`config.mk`:
```
export PLATFORM = sky130hd
export DESIGN_NAME = clock_divider_mc
export DESIGN_NICKNAME = d
export VERILOG_FILES = /design/src/rtl/clock_divider_pkg.sv /design/src/rtl/clock_divider_ch.sv /design/src/rtl/clock_divider_mc.sv
export SDC_FILE = /design/constraint.sdc
export NUM_CORES = 1
export LEC_CHECK = 0
export BUFFER_PORTS_ARGS = -buffer_cell sky130_fd_sc_hd__buf_2
export CORE_UTILIZATION = 45
export DETAILED_ROUTE_END_ITERATION = 7
export GPL_ROUTABILITY_DRIVEN = 0
export SYNTH_ARGS = -nofsm -noshare
export SYNTH_HDL_FRONTEND = slang
export SYNTH_SLANG_ARGS = --single-unit
export TNS_END_PERCENT = 30
```
`constraint.sdc`:
```
create_clock -name clk_ext -period 4.5 [get_ports clk_ext]
set_input_delay 0.45 -clock clk_ext [delete_from_list [all_inputs] [get_ports clk_ext]]
set_output_delay 0.45 -clock clk_ext [all_outputs]
set_load 0.05 [all_outputs]
```
`src/rtl/clock_divider_pkg.sv`:
```
// rtl/clock_divider_pkg.sv - shared types and constants for the multi-channel clock divider
package clock_divider_pkg;

  localparam int DIV_W_DEFAULT = 4;

  typedef logic [DIV_W_DEFAULT-1:0] ratio_t;

  // Ratio 0 parks a channel; ratio 1 degenerates to a tick on every enabled cycle.
  localparam ratio_t RATIO_OFF    = ratio_t'(0);
  localparam ratio_t RATIO_BYPASS = ratio_t'(1);

endpackage

```
`src/rtl/clock_divider_ch.sv`:
```
// rtl/clock_divider_ch.sv - one divider channel: counter, active/pending ratio, registered outputs
module clock_divider_ch
  import clock_divider_pkg::*;
#(
  parameter int DIV_W = DIV_W_DEFAULT
) (
  input  logic             clk_ext,
  input  logic             rst,
  input  logic [DIV_W-1:0] ratio_i,
  input  logic             cfg_load_i,
  input  logic             en_i,
  input  logic             align_i,
  output logic             clk_div_o,
  output logic             tick_o,
  output logic             pending_o
);

  localparam logic [DIV_W-1:0] R_OFF    = DIV_W'(RATIO_OFF);
  localparam logic [DIV_W-1:0] R_BYPASS = DIV_W'(RATIO_BYPASS);

  logic [DIV_W-1:0] active_q, active_d;
  logic [DIV_W-1:0] pend_ratio_q, pend_ratio_d;
  logic [DIV_W-1:0] cnt_q, cnt_d;
  logic             pend_q, pend_d;
  logic             en_q;
  logic             clk_div_q, clk_div_d;
  logic             tick_q, tick_d;
  logic             slow;
  logic             wrap;
  logic             apply;

  always_comb begin
    slow  = (active_q > R_BYPASS);
    wrap  = slow && (cnt_q == (active_q - R_BYPASS));
    // A new ratio may only land where no partial period would be cut short.
    apply = pend_q && (!en_i || !slow || align_i || wrap);

    active_d     = apply ? pend_ratio_q : active_q;
    pend_ratio_d = cfg_load_i ? ratio_i : pend_ratio_q;
    pend_d       = cfg_load_i ? 1'b1 : (apply ? 1'b0 : pend_q);

    if (!en_i || !en_q || align_i || apply || !slow || wrap) begin
      cnt_d = '0;
    end else begin
      cnt_d = cnt_q + R_BYPASS;
    end

    // Outputs are computed from next-state values so they line up with cnt_q.
    clk_div_d = en_i && (active_d > R_BYPASS) && (cnt_d < (active_d >> 1));
    tick_d    = en_i && (active_d != R_OFF) && (cnt_d == '0);
  end

  always_ff @(posedge clk_ext or posedge rst) begin
    if (rst) begin
      active_q     <= '0;
      pend_ratio_q <= '0;
      cnt_q        <= '0;
      pend_q       <= 1'b0;
      en_q         <= 1'b0;
      clk_div_q    <= 1'b0;
      tick_q       <= 1'b0;
    end else begin
      active_q     <= active_d;
      pend_ratio_q <= pend_ratio_d;
      cnt_q        <= cnt_d;
      pend_q       <= pend_d;
      en_q         <= en_i;
      clk_div_q    <= clk_div_d;
      tick_q       <= tick_d;
    end
  end

  assign clk_div_o = clk_div_q;
  assign tick_o    = tick_q;
  assign pending_o = pend_q;

endmodule

```
`src/rtl/clock_divider_mc.sv`:
```
// rtl/clock_divider_mc.sv - multi-channel programmable clock divider with glitch-free ratio updates
module clock_divider_mc
  import clock_divider_pkg::*;
#(
  parameter int NUM_CH = 2,
  parameter int DIV_W  = DIV_W_DEFAULT
) (
  input  logic                    clk_ext,
  input  logic                    rst,
  input  logic [NUM_CH*DIV_W-1:0] div_ratio,
  input  logic                    cfg_load,
  input  logic [NUM_CH-1:0]       ch_en,
  input  logic                    align,
  output logic [NUM_CH-1:0]       clk_div_out,
  output logic [NUM_CH-1:0]       tick,
  output logic [NUM_CH-1:0]       cfg_pending
);

  // cfg_load and align are shared so every channel sees the same boundary.
  for (genvar c = 0; c < NUM_CH; c++) begin : g_ch
    clock_divider_ch #(
      .DIV_W(DIV_W)
    ) u_ch (
      .clk_ext   (clk_ext),
      .rst       (rst),
      .ratio_i   (div_ratio[c*DIV_W +: DIV_W]),
      .cfg_load_i(cfg_load),
      .en_i      (ch_en[c]),
      .align_i   (align),
      .clk_div_o (clk_div_out[c]),
      .tick_o    (tick[c]),
      .pending_o (cfg_pending[c])
    );
  end

endmodule
```
==> results of run 1 <==
==> path summary, 6_finish.rpt <==
check                                                         start                                       end  slack (ns)  cells past startpoint
setup reg to reg                 g_ch[1].u_ch.active_q[1]$_DFF_PP0_          g_ch[1].u_ch.clk_div_o$_DFF_PP0_        1.20                     12
setup / recovery                 g_ch[1].u_ch.active_q[1]$_DFF_PP0_          g_ch[1].u_ch.clk_div_o$_DFF_PP0_        1.20                     12
min in group clk_ext                                       ch_en[0]               g_ch[0].u_ch.en_q$_DFF_PP0_        0.30                      1
hold reg to reg            g_ch[1].u_ch.pend_ratio_q[0]$_DFFE_PP0P_  g_ch[1].u_ch.pend_ratio_q[0]$_DFFE_PP0P_        0.53                      1
hold / removal                                                  rst  g_ch[1].u_ch.pend_ratio_q[2]$_DFFE_PP0P_        0.24                      3
max in group asynchronous                                       rst           g_ch[1].u_ch.cnt_q[0]$_DFF_PP0_        3.96                      3
==> cells by family after synthesis <==
logic type | Yosys count | share of synthesized area
muxes | 20 | 0.121
xor gates and xnor gates | 16 | 0.0875
AOI/OAI and AO/OA | 29 | 0.120
DFF | 32 | 0.415
buffers and inverters | 22 | 0.0590
and+or+nand+nor | 46 | 0.133
adders and majority gates | 10 | 0.0648
==> layer usage <==
layer / wire [um] / share of wire / vias to the layer above / track usage
met5: 0 / 0 / - / 0
met1: 1940 / 0.50 / 672 / 0.311
met2: 1680 / 0.43 / 39 / 0.269
li1: - / - / 657 / -
met4: 48 / 0.012 / 0 / 0.0771
met3: 194 / 0.050 / 6 / 0.0507
==> worst register-to-register path, cell delays in order (launching register included) <==
cell and delay (ns):
dfrtp_1 0.45, inv_1 0.12, ha_1 0.21, xnor3_1 0.37
nand3_1 0.22, o21ai_1 0.31, nand2_2 0.19, mux2i_1 0.16
ha_1 0.30, a211oi_1 0.22, o21ai_0 0.12, a311o_1 0.33
a211oi_1 0.20
==> flip-flops by register name, summed over array words and instances, names as in the netlist <==
signal                  count
g_ch.u_ch.active_q          8
g_ch.u_ch.cnt_q             8
g_ch.u_ch.pend_ratio_q      8
g_ch.u_ch.clk_div_o         2
g_ch.u_ch.en_q              2
g_ch.u_ch.pending_o         2
g_ch.u_ch.tick_o            2
==> through the flow <==
step | cell area (um^2) | util | hold WS (ns)
2_1_floorplan | 1930 | - | 0.481
3_3_place_gp | 2020 | 0.499 | 0.520
3_5_place_dp | 2020 | 0.499 | 0.522
4_1_cts | 2130 | 0.526 | 0.254
5_1_grt | 2130 | 0.526 | 0.285
6_report | 2130 | 0.526 | 0.242
==> placed cells by master (no fill, tap or decap), types with 2 or more instances in the layout <==
master / n
xnor2_1: 11
o311a_1: 2
mux2_2: 11
a31oi_1: 2
mux2_4: 4
nand2_1: 4
nand2b_1: 2
nand3_1: 6
a31o_2: 2
inv_1: 11
clkbuf_8: 5
ha_1: 10
mux2i_1: 5
a311oi_1: 2
or3_1: 2
buf_2: 19
nor2_1: 11
dfrtp_1: 32
xor2_1: 3
nor2b_1: 2
o21ai_0: 4
nor3_1: 8
a211oi_1: 2
==> cell type report <==
cell class	instances	area (um^2)	area share
Clock inverter	3	42.5	0.0199
Inverter	11	41.3	0.0193
Timing Repair Buffer	20	103	0.0481
Clock buffer	5	68.8	0.0322
Multi-Input combinational cell	121	1020	0.476
Tap cell	50	62.6	0.0293
Sequential cell	32	801	0.375
==> power groups by stage <==
stage | Combinational [mW] | Sequential, mW | Clock (mW)
after CTS | 0.292 | 0.378 | 0.282
final | 0.291 | 0.379 | 0.274
after global routing | 0.324 | 0.388 | 0.293
after global placement | 0.281 | 0.382 | 0
after floorplan | 0.261 | 0.362 | 0
after detailed placement | 0.290 | 0.383 | 0
==> run summary, run 1 <==
Synth cell count leaders = 32 x dfrtp_1, 11 x inv_1, 11 x mux2_2, 11 x nor2_1, 11 x xnor2_1
Placed Cells = 234
Seq/Total Area, Yosys = 0.415
Drt wl/cell = 16.0 um
H-tree levels = 2
Largest net degree at the start of global routing = 33
Lkg Pwr = 1.00 nW
Vias = 1,374
Sequential power share = 0.401
Top_reg_cell synth = dfrtp_1
Net Switching = 0.321 mW
Status = completed
Synth Cell Area = 1930 um^2
CTS Sinks = 32
Fillers = 358
First-pass GRT wire length = 6750 um
Worst min-delay path class = in -> async
GRT overflow = 0
Initial antenna violation count = 0
Critical path's top delay family = compound AO/OA/AOI/OAI gates
# rows = 23
DP Wirelength = 2850 um
Dpl ws = 1.26 ns
Synth Net Count = 199
Synth area leader = dfrtp_1
Antenna Nets Post-Route = 0
Setup WS post-layout = 1.20 ns
PD cells = 443 nW/um^2
Hold Buf Count CTS = 0
Area grow syn2layout = 10.6%
Kind of start point of the critical path = flop
Post-CTS sizing = 0
Max_cap viols = 0
Part of the power in combinational logic = 0.308
Synth top area cells = dfrtp_1 41%, ha_1 6.5%, mux2_2 6.4%
Sw Ratio = 0.340
Top-count cell post-synth = dfrtp_1
Share of total power in the clock network = 0.290
Fmax = 0.303 GHz
CP max stage delay = 0.45 ns
CP max-delay cell = dfrtp_1
RSZ-0062 raised after global routing = no
Setup TNS = 0 ns
DR iter-0 viols = 66
Worst Path Required = 4.69 ns
Power Internal = 0.623 mW
Layout cells sized above 1 = 0.281
Worst Clk Skew = 0.00162 ns
Final Hold Viols = 0
Final period utilization = 0.733
Vert. Die Dim = 67.5 um
Die ar. = 4560 um^2
CTS tree = built
Max-slew violation count = 0
Total wire length = 3860 um
PortBufs = 19
Clock transition at path regs = 0.07 ns
Worst VDD drop = 0.250 mV
Register bit total from synthesis = 32
Number of synthesized flops with an enable pin = 0
Skew-Pair Late Insertion Delay = 0.28 ns
Worst setup EP type = flop
Final setup fails = 0
Chip width = 67.5 um
Pre-antenna DRT Iters = 4
Vias per inst = 5.68
Nets = 215
Yosys warnings = 0
Crit-path max FO = 7
Core area = 4060 um^2
Max clock buf depth = 2
Setup CP Type = reg -> reg
Cell variety after synth = 53
Worst Max-Slew Pin Slew = 0.426 ns
Syn Area/Cell = 11.0 um^2
Worst path cell trace = inv_1 -> ha_1 -> xnor3_1 -> nand3_1 -> o21ai_1 -> nand2_2 -> mux2i_1 -> ha_1 -> a211oi_1 -> o21ai_0 -> a311o_1 -> a211oi_1
Worst slew margin = 0.714
DRC = 0
Starting density of the core = 0.476
Post-synth top area share = 0.415
Inserted Clock Buffers = 5
Overall routing resource usage = 0.203
Period minus WS final = 3.30 ns
Data arrival time of the critical path = 3.48 ns
CP bufs+invs = 1
Number of global-route vias before repair = 1,373
Cell count after synthesis = 175
CTS root buffer = clkbuf_8
Post-route insts no fill = 242
Post-synth ARST share = 1.00
# diodes = 0
Post-CTS setup buffers = 0
I/O pin cnt = 20
Total Power = 0.945 mW
Power figures use the tool's default switching activity.
==> run 2: changes to the inputs <==
- clock period: 4.5 -> 3.3 ns (I/O delays scaled with it)
==> run summary, run 2 (synthesis gave the netlist of run 1 again) <==
Layout cells sized above 1 = 0.306
Total Power = 1.30 mW
Worst Clk Skew = 0.00795 ns
Sw Ratio = 0.343
Sequential power share = 0.398
Core area = 4060 um^2
Most frequent cells in the layout = 30 x dfrtp_1, 19 x buf_2
PD cells = 605 nW/um^2
Commonest non-fill, non-tap cell in the layout = dfrtp_1
Initial antenna violation count = 0
Net Switching = 0.447 mW
Clock transition at path regs = 0.07 ns
Hold Slack = 0.134 ns
Largest registers = g_ch.u_ch.active_q: 8 flops, g_ch.u_ch.cnt_q: 8 flops, g_ch.u_ch.pend_ratio_q: 8 flops
First-pass GRT wire length = 6900 um
Number of global-route vias before repair = 1,430
Vias per inst = 5.61
Max_cap viols = 0
I/O pin cnt = 20
Die ar. = 4560 um^2
CTS root buffer = clkbuf_8
GRT overflow = 0
DP Wirelength = 2980 um
Final setup fails = 0
Share of total power in the clock network = 0.289
Part of the power in combinational logic = 0.313
CTS Sinks = 32
DR iter-0 viols = 49
Multi-input logic area = 1020 um^2
Max-slew violation count = 0
Worst Path Required = 3.46 ns
Kind of start point of the critical path = flop
Overall routing resource usage = 0.208
Most Frequent Cell on Critical Path = ha_1
Worst path cell trace = inv_1 -> ha_1 -> xor3_1 -> nor3_2 -> a21oi_4 -> nand2b_4 -> mux2i_1 -> ha_1 -> a211o_1 -> a41o_2 -> nor4_1
H-tree levels = 2
Worst slew margin = 0.545
GR Layer Usage met1 = 0.290
Max clock buf depth = 2
Status = completed
Vert. Die Dim = 67.5 um
Inserted Clock Buffers = 5
Chip width = 67.5 um
Antenna Nets Post-Route = 0
Worst Max-Slew Pin Slew = 0.682 ns
Crit-path max FO = 7
Fillers = 364
Nets = 216
Setup TNS = 0 ns
Worst setup EP type = flop
Worst min-delay path class = in -> async
CP max stage delay = 0.46 ns
Vias = 1,363
Total wire length = 3910 um
Lkg Pwr = 1.01 nW
PortBufs = 19
Top Usage Layer GRT = met2
DRC = 0
Setup CP Type = reg -> reg
Post-CTS setup buffers = 0
RSZ-0062 raised after global routing = no
Starting density of the core = 0.476
Fmax = 0.325 GHz
Data arrival time of the critical path = 3.24 ns
CP max-delay cell = dfrtp_1
Worst VDD drop = 0.271 mV
Period minus WS final = 3.08 ns
# rows = 23
Largest net degree at the start of global routing = 20
Final Hold Viols = 0
GRT met2 Usage = 0.316
Power Internal = 0.856 mW
# diodes = 0
Drt wl/cell = 16.1 um
Register area = 803 um^2
Area grow syn2layout = 11.5%
Final period utilization = 0.933
CTS tree = built
Skew-Pair Late Insertion Delay = 0.29 ns
Met3 Resource Use GR = 0.0355
Pre-antenna DRT Iters = 4
run 2: changes by cell type in the layout (fill, tap and decap cells not counted), sizes merged:
cell / previous run / this run
buf: 20 / 21
run 2: worst max-delay path, delay by kind of cell (launching register included):
family          cells  cell delay [ns]
simple gates        3             0.69
fa+ha+maj           2             0.53
buf+inv             1             0.07
xor+xnor            1             0.36
compound gates      3             0.63
flops               1             0.46
mux                 1             0.22
run 2: layout make-up:
class,count,area share
clock buffer,5,0.0320
timing repair buffer,21,0.0511
inverter,11,0.0192
multi-input combinational,121,0.476
tap,50,0.0291
clock inverter,3,0.0198
sequential,32,0.373
run 2: worst paths after layout:
kind,startpoint,to,slack (ns),cells past startpoint
worst max-delay path,g_ch[0].u_ch.active_q[0]$_DFF_PP0_,g_ch[0].u_ch.clk_div_o$_DFF_PP0_,0.22,11
worst min-delay path,rst,g_ch[0].u_ch.pending_o$_DFFE_PP0P_,0.13,2
worst max register to register,g_ch[0].u_ch.active_q[0]$_DFF_PP0_,g_ch[0].u_ch.clk_div_o$_DFF_PP0_,0.22,11
worst min register to register,g_ch[1].u_ch.pend_ratio_q[0]$_DFFE_PP0P_,g_ch[1].u_ch.pend_ratio_q[0]$_DFFE_PP0P_,0.54,1
max in group asynchronous,rst,g_ch[0].u_ch.cnt_q[0]$_DFF_PP0_,2.52,3
min in group clk_ext,ch_en[0],g_ch[0].u_ch.en_q$_DFF_PP0_,0.19,1
run 2: timing repair:
action,in CTS,in global routing
hold buffers,0,0
gates resized for setup,0,4
endpoints found under the hold margin,0,0
endpoints found under the setup margin,0,1
run 2: power by group through the flow:
stage	Combinational [mW]	Clock, mW	Sequential, mW
3_3_place_gp	0.385	0	0.519
5_1_grt	0.447	0.400	0.530
3_5_place_dp	0.400	0	0.523
2_1_floorplan	0.356	0	0.494
4_1_cts	0.402	0.386	0.516
6_report	0.408	0.376	0.519
run 2: per-stage QoR:
step                      setup WS, ns  instance area (um^2)  utilization  std cells
after floorplan                  0.491                  1930            -        175
after global placement           0.272                  2030        0.500        235
after detailed placement        0.0942                  2030        0.500        235
after CTS                       0.0616                  2140        0.528        243
after global routing            0.0141                  2150        0.531        243
final                            0.222                  2150        0.531        243
run 2: metal layers:
| metal | wire length (um) | vias up |
|---|---|---|
| met1 | 1950 | 667 |
| met4 | 57 | 0 |
| li1 | - | 662 |
| met3 | 121 | 7 |
| met5 | 0 | - |
| met2 | 1780 | 27 |
